--- src/rtl/walsh_trig_gen.sv ---
`default_nettype none
// walsh_trig_gen: walsh switching trigger and step index generator with selectable
// source (external sync / internal period / software), arming, one-shot/continuous and holdoff.
module walsh_trig_gen #(
  parameter int WALSH_W = 5,
  parameter int CNT_W   = 16
) (
  input  logic               user_clk,
  input  logic               user_rst,
  input  logic [31:0]        sel_reg,
  input  logic               ext_sync,
  output logic               walsh_trig,
  output logic [WALSH_W-1:0] walsh_step,
  output logic               armed,
  output logic [CNT_W-1:0]   trig_count
);

  localparam logic [1:0] ST_IDLE    = 2'd0;
  localparam logic [1:0] ST_ARMED   = 2'd1;
  localparam logic [1:0] ST_HOLDOFF = 2'd2;

  localparam logic [1:0] SRC_NONE = 2'd0;
  localparam logic [1:0] SRC_EXT  = 2'd1;
  localparam logic [1:0] SRC_PER  = 2'd2;
  localparam logic [1:0] SRC_SW   = 2'd3;

  localparam logic [CNT_W-1:0]   CNT_ONE  = CNT_W'(1);
  localparam logic [WALSH_W-1:0] STEP_ONE = WALSH_W'(1);

  logic [31:0]      sel_q;
  logic [31:0]      sel_q2;
  logic             s1;
  logic             s2;
  logic             s3;
  logic             sw_ev;
  logic [1:0]       state;
  logic [1:0]       state_nxt;
  logic [1:0]       src_cap;
  logic [CNT_W-1:0] cnt;
  logic [CNT_W-1:0] period;

  logic [1:0] sel_src;
  logic       sel_arm;
  logic       sel_cont;
  logic       step_clr;
  logic       arm_rise;
  logic       sw_rise;
  logic       ext_ev;
  logic       per_ev;
  logic       ev;
  logic       disarm;
  logic       holdoff_src;
  logic       fire;
  logic       unused_sel;

  assign sel_src  = sel_q[1:0];
  assign sel_arm  = sel_q[2];
  assign sel_cont = sel_q[4];
  assign step_clr = sel_q[5];
  assign arm_rise = sel_q[2] & ~sel_q2[2];
  assign sw_rise  = sel_q[3] & ~sel_q2[3];

  assign unused_sel = ^{sel_q[15:6], sel_q2[31:4], sel_q2[1:0]};

  // The period field is fixed at 16 bits in the control word; fit it to CNT_W.
  generate
    if (CNT_W == 16) begin : g_period_eq
      assign period = sel_q[31:16];
    end else if (CNT_W > 16) begin : g_period_wide
      assign period = {{(CNT_W-16){1'b0}}, sel_q[31:16]};
    end else begin : g_period_narrow
      logic unused_period_hi;
      assign period           = sel_q[16 +: CNT_W];
      assign unused_period_hi = ^sel_q[31:16+CNT_W];
    end
  endgenerate

  // Input capture: control word pipeline, ext_sync synchroniser, software edge.
  always_ff @(posedge user_clk) begin
    if (user_rst) begin
      sel_q  <= '0;
      sel_q2 <= '0;
      s1     <= 1'b0;
      s2     <= 1'b0;
      s3     <= 1'b0;
      sw_ev  <= 1'b0;
    end else begin
      sel_q  <= sel_reg;
      sel_q2 <= sel_q;
      s1     <= ext_sync;
      s2     <= s1;
      s3     <= s2;
      sw_ev  <= sw_rise;
    end
  end

  assign ext_ev      = s2 & ~s3;
  assign per_ev      = (period != '0) && (cnt >= (period - CNT_ONE));
  assign disarm      = ~sel_arm | (sel_src != src_cap);
  assign holdoff_src = (src_cap == SRC_EXT) || (src_cap == SRC_SW);

  always_comb begin
    ev = 1'b0;
    case (src_cap)
      SRC_EXT: ev = ext_ev;
      SRC_PER: ev = per_ev;
      SRC_SW:  ev = sw_ev;
      default: ev = 1'b0;
    endcase
  end

  // State register
  always_ff @(posedge user_clk) begin
    if (user_rst) begin
      state <= ST_IDLE;
    end else begin
      state <= state_nxt;
    end
  end

  // Next-state logic; disarm always wins over a same-cycle event.
  always_comb begin
    state_nxt = state;
    case (state)
      ST_IDLE: begin
        if (arm_rise && (sel_src != SRC_NONE)) begin
          state_nxt = ST_ARMED;
        end
      end
      ST_ARMED: begin
        if (disarm) begin
          state_nxt = ST_IDLE;
        end else if (ev) begin
          if (!sel_cont) begin
            state_nxt = ST_IDLE;
          end else if (holdoff_src && (period != '0)) begin
            state_nxt = ST_HOLDOFF;
          end
        end
      end
      ST_HOLDOFF: begin
        if (disarm) begin
          state_nxt = ST_IDLE;
        end else if (cnt <= CNT_ONE) begin
          state_nxt = ST_ARMED;
        end
      end
      default: state_nxt = ST_IDLE;
    endcase
  end

  // Output decode
  always_comb begin
    fire  = 1'b0;
    armed = 1'b0;
    case (state)
      ST_ARMED: begin
        fire  = ev & ~disarm;
        armed = 1'b1;
      end
      ST_HOLDOFF: armed = 1'b1;
      default: begin
        fire  = 1'b0;
        armed = 1'b0;
      end
    endcase
  end

  // Shared counter: period phase while ARMED on src=2, remaining holdoff in HOLDOFF.
  always_ff @(posedge user_clk) begin
    if (user_rst) begin
      cnt     <= '0;
      src_cap <= SRC_NONE;
    end else begin
      case (state)
        ST_IDLE: begin
          cnt <= '0;
          if (state_nxt == ST_ARMED) begin
            src_cap <= sel_src;
          end
        end
        ST_ARMED: begin
          if (state_nxt == ST_HOLDOFF) begin
            cnt <= period;
          end else if (src_cap == SRC_PER) begin
            cnt <= per_ev ? '0 : (cnt + CNT_ONE);
          end else begin
            cnt <= '0;
          end
        end
        ST_HOLDOFF: begin
          cnt <= (state_nxt == ST_HOLDOFF) ? (cnt - CNT_ONE) : '0;
        end
        default: cnt <= '0;
      endcase
    end
  end

  // Trigger pulse and counters; step_clr overrides a same-cycle increment.
  always_ff @(posedge user_clk) begin
    if (user_rst) begin
      walsh_trig <= 1'b0;
      walsh_step <= '0;
      trig_count <= '0;
    end else begin
      walsh_trig <= fire;
      if (step_clr) begin
        walsh_step <= '0;
        trig_count <= '0;
      end else if (fire) begin
        walsh_step <= walsh_step + STEP_ONE;
        trig_count <= trig_count + CNT_ONE;
      end
    end
  end

endmodule
`default_nettype wire

--- config.mk ---
export PLATFORM = sky130hd
export DESIGN_NAME = walsh_trig_gen
export DESIGN_NICKNAME = d
export VERILOG_FILES = /design/src/rtl/walsh_trig_gen.sv
export SDC_FILE = /design/constraint.sdc
export NUM_CORES = 1
export LEC_CHECK = 0
export CAP_MARGIN = 10
export CORE_MARGIN = 8
export CORE_UTILIZATION = 55
export DETAILED_ROUTE_END_ITERATION = 7
export PLACE_DENSITY = 0.83
export SLEW_MARGIN = 5
export SYNTH_ARGS = -nofsm -noshare
export SYNTH_HDL_FRONTEND = slang
export SYNTH_SLANG_ARGS = --single-unit
--- constraint.sdc ---
create_clock -name user_clk -period 4.2 [get_ports user_clk]
set_input_delay 0.63 -clock user_clk [delete_from_list [all_inputs] [get_ports user_clk]]
set_output_delay 0.63 -clock user_clk [all_outputs]
set_load 0.05 [all_outputs]
==> flow_results.xml <==
<?xml version="1.0" encoding="UTF-8"?>
<metrics>
  <group name="run_status">
    <metric name="run_status" unit="">completed</metric>
  </group>
  <group name="yosys">
    <metric name="mappedNetlistArea" unit="mm2">0.00402</metric>
    <metric name="synthFlopType" unit="">sky130_fd_sc_hd__dfxtp_1</metric>
    <metric name="syn_nets" unit="">524</metric>
    <metric name="netlist.area_leader.share" unit="%">34.9</metric>
    <metric name="seq_cells_post_synth" unit="">70</metric>
    <metric name="synth_top_cells_by_count" unit="">sky130_fd_sc_hd__dfxtp_1 (70), sky130_fd_sc_hd__nand2_1 (40), sky130_fd_sc_hd__nor2_1 (40)</metric>
    <metric name="yosysTopAreaCell" unit="">sky130_fd_sc_hd__dfxtp_1</metric>
    <metric name="synth_area_per_cell" unit="um2">8.70</metric>
    <metric name="synth_warnings" unit="">0</metric>
    <metric name="synth-seq-area-share" unit="%">34.9</metric>
    <metric name="synth_top_cells_by_area" unit="">sky130_fd_sc_hd__dfxtp_1 (35%), sky130_fd_sc_hd__ha_1 (8.4%), sky130_fd_sc_hd__xor2_1 (5.7%)</metric>
    <metric name="postSynth.asyncResetShare" unit="%">0</metric>
    <metric name="synth-edff-count" unit="">0</metric>
    <metric name="synthMostInstantiatedCell" unit="">sky130_fd_sc_hd__dfxtp_1</metric>
    <metric name="post_synth_num_cell_types" unit="">60</metric>
    <metric name="postSynthCellCount" unit="">462</metric>
  </group>
  <group name="critical_path">
    <metric name="critPathMaxFanout" unit="">21</metric>
    <metric name="critPathBufInv" unit="">1</metric>
    <metric name="worst_path_max_delay_cell" unit="">sky130_fd_sc_hd__o41ai_4</metric>
    <metric name="cp_data_arrival_time" unit="ns">4.24</metric>
    <metric name="critical_path.startpoint_type" unit="">flop</metric>
    <metric name="critPathRequiredTime" unit="ns">4.48</metric>
    <metric name="worstSetupEndpointType" unit="">flop</metric>
    <metric name="worst_path_dominant_cell_family" unit="">simple AND/OR/NAND/NOR gates</metric>
    <metric name="crit_path_cell_trace" unit="">nor2_1 &gt; nand2_1 &gt; nor3_2 &gt; nand3_2 &gt; nor4_4 &gt; xnor2_1 &gt; ha_1 &gt; and4_4 &gt; o31ai_1 &gt; o41ai_4 &gt; o31ai_2 &gt; a211oi_2 &gt; o21ai_2 &gt; or3_1 &gt; buf_8 &gt; or2_4 &gt; o22ai_1</metric>
    <metric name="critPathKind" unit="">flop to flop</metric>
    <metric name="cp_slowest_stage_delay" unit="ns">0.41</metric>
  </group>
  <group name="grt">
    <metric name="antenna_found_initial" unit="">0</metric>
    <metric name="pin_count_of_the_biggest_net_entering_global_routing" unit="">27</metric>
    <metric name="total_global_routing_track_utilization" unit="%">19.6</metric>
    <metric name="first_global_vias" unit="">3485</metric>
    <metric name="grt_first_pass_wirelength" unit="mm">16.1</metric>
    <metric name="remaining_overflow_grt" unit="">0</metric>
  </group>
  <group name="floorplanning">
    <metric name="die_outline_width" unit="um">101</metric>
    <metric name="start_util" unit="%">56.0</metric>
    <metric name="floorplan.io_pins" unit="">58</metric>
    <metric name="placeableCoreArea" unit="mm2">0.00718</metric>
    <metric name="floorplan.die.height" unit="um">101</metric>
    <metric name="row_count" unit="">31</metric>
    <metric name="design.die.area" unit="mm2">0.0103</metric>
  </group>
  <group name="cells_and_area">
    <metric name="fin_cells" unit="">611</metric>
    <metric name="final_core_utilization" unit="%">67.3</metric>
    <metric name="layout.nets" unit="">569</metric>
    <metric name="diodes" unit="">0</metric>
    <metric name="area_delta_synth_final" unit="%">20.1</metric>
    <metric name="layout-drive-gt1-share" unit="%">9.77</metric>
    <metric name="number_of_filler_instances_in_the_final_layout" unit="">575</metric>
  </group>
  <group name="place">
    <metric name="dpl.hpwl" unit="mm">7.22</metric>
    <metric name="dp.cells" unit="">594</metric>
    <metric name="buffers_on_ports" unit="">47</metric>
    <metric name="finalWeightedCongestion" unit="">0.898</metric>
  </group>
  <group name="power">
    <metric name="p_total" unit="mW">1.34</metric>
    <metric name="power.ir.vdd_worst" unit="V">0.000198</metric>
    <metric name="power_per_cell_area" unit="mW/mm2">277</metric>
    <metric name="static-leakage-power" unit="nW">1.80</metric>
  </group>
  <group name="cts">
    <metric name="cts_tree" unit="">done</metric>
    <metric name="cts_hold_buffers" unit="">0</metric>
    <metric name="cts.root.buffer_cell" unit="">sky130_fd_sc_hd__clkbuf_8</metric>
    <metric name="clock_tree.htree_level_count" unit="">3</metric>
    <metric name="clk_path_buf_depth" unit="">2</metric>
    <metric name="cts_inserted_buffers" unit="">9</metric>
    <metric name="tritoncts_num_sinks" unit="">70</metric>
    <metric name="clk-insertion-delay-late" unit="ns">0.36</metric>
    <metric name="cts.clk_slew.worst_paths" unit="ns">0.09</metric>
  </group>
  <group name="flow_run">
    <metric name="max-cap-violations" unit="">0</metric>
  </group>
  <group name="sta">
    <metric name="slew_violations" unit="">0</metric>
    <metric name="max_slew_margin" unit="%">60.0</metric>
    <metric name="final.period_utilization" unit="%">94.1</metric>
    <metric name="fin_worst_skew" unit="ns">0.0148</metric>
    <metric name="layout_min_cycle_time" unit="ns">3.95</metric>
    <metric name="max_freq" unit="MHz">253</metric>
    <metric name="setup-violations-final" unit="">0</metric>
    <metric name="timing_worst_slew_pin_value" unit="ns">0.595</metric>
    <metric name="finalHoldViolCount" unit="">0</metric>
    <metric name="tns" unit="ns">0</metric>
  </group>
  <group name="routing">
    <metric name="wl_per_cell" unit="um">16.2</metric>
    <metric name="drt_wl_total" unit="mm">9.88</metric>
    <metric name="postRouteAntennaNets" unit="">0</metric>
    <metric name="drt_first_pass_iters" unit="">5</metric>
    <metric name="detail_route.vias_per_cell" unit="">5.84</metric>
    <metric name="drt_iter0_markers" unit="">185</metric>
    <metric name="remaining_drc_errors" unit="">0</metric>
    <metric name="via_count" unit="">3570</metric>
  </group>
  <group name="min_path">
    <metric name="min_path_type" unit="">flop to flop</metric>
  </group>
</metrics>
## what timing repair did
action / 4_1_cts / 5_1_grt
endpoints found under the setup margin: 0 / 21
gates resized for setup: 0 / 14
buffers inserted: 0 / 1
## per-layer routing
metal	routed length, um	part of all wire, %	track usage (%)	vias to the layer above
li1	-	-	-	1727
met1	4220	43	23.7	1674
met2	4650	47	31.6	141
met3	789	8.0	5.15	28
met4	223	2.3	9.16	0
met5	0	0	0	-
## area by class of cell
type / instances / area, um2 / area share [%]
Sequential cell: 70 / 1400 / 29.1
Clock buffer: 9 / 124 / 2.57
Timing Repair Buffer: 56 / 546 / 11.3
Inverter: 10 / 37.5 / 0.778
Multi-Input combinational cell: 360 / 2530 / 52.4
Tap cell: 99 / 124 / 2.57
Clock inverter: 7 / 63.8 / 1.32
## path summary, 6_finish.rpt
check / endpoint / slack, ns / depth (start not counted) / start
setup / recovery: cnt[7] / 0.25 / 17 / sel_q[18]
hold / removal: sw_ev / 0.40 / 1 / sel_q2[3]
setup reg to reg: cnt[7] / 0.25 / 17 / sel_q[18]
hold reg to reg: sw_ev / 0.40 / 1 / sel_q2[3]
## metrics by stage
stage	area (um2)	setup WS, ns	hold WS [ns]
after floorplan	4020	0.656	0.367
after global placement	4560	0.240	0.372
after detailed placement	4560	0.125	0.385
after CTS	4750	0.0944	0.402
after global routing	4830	-0.0273	0.412
final	4830	0.248	0.401
## registers in the layout, summed over array words and instances, names as in the netlist
| register | flops |
|---|---|
| sel_q | 22 |
| cnt | 16 |
| trig_count | 16 |
| walsh_step | 5 |
| sel_q2 | 2 |
| src_cap | 2 |
| state | 2 |
| s1 | 1 |
| s2 | 1 |
| s3 | 1 |
| sw_ev | 1 |
| walsh_trig | 1 |
## power by group
group | internal (mW) | switching (mW) | total, mW
combinational | 0.0621 | 0.0581 | 0.120
clock | 0.227 | 0.294 | 0.521
sequential | 0.678 | 0.0185 | 0.697
total | 0.967 | 0.371 | 1.34
## cells in the final DEF, fill, tap and decap left out, types with 7 or more instances in the layout
| cell type | instances |
|---|---|
| sky130_fd_sc_hd__a21oi_1 | 18 |
| sky130_fd_sc_hd__buf_4 | 8 |
| sky130_fd_sc_hd__clkbuf_8 | 9 |
| sky130_fd_sc_hd__clkdlybuf4s50_1 | 47 |
| sky130_fd_sc_hd__dfxtp_1 | 69 |
| sky130_fd_sc_hd__ha_1 | 27 |
| sky130_fd_sc_hd__inv_1 | 10 |
| sky130_fd_sc_hd__nand2_1 | 40 |
| sky130_fd_sc_hd__nand3_1 | 14 |
| sky130_fd_sc_hd__nand4_1 | 13 |
| sky130_fd_sc_hd__nor2_1 | 40 |
| sky130_fd_sc_hd__nor2b_1 | 32 |
| sky130_fd_sc_hd__nor3_1 | 7 |
| sky130_fd_sc_hd__nor4_1 | 8 |
| sky130_fd_sc_hd__o21ai_0 | 8 |
| sky130_fd_sc_hd__or3_1 | 8 |
| sky130_fd_sc_hd__xnor2_1 | 24 |
| sky130_fd_sc_hd__xor2_1 | 26 |
## cells by family after synthesis
group                    share of synthesized area (%)
multiplexers                                     0.997
flip-flops                                        34.9
buffers and inverters                             3.61
AO/OA/AOI/OAI                                     14.1
XOR/XNOR                                          10.9
adder cells (fa/ha/maj)                           8.41
AND/OR/NAND/NOR                                   27.1
(Power assumes the default switching activity.)
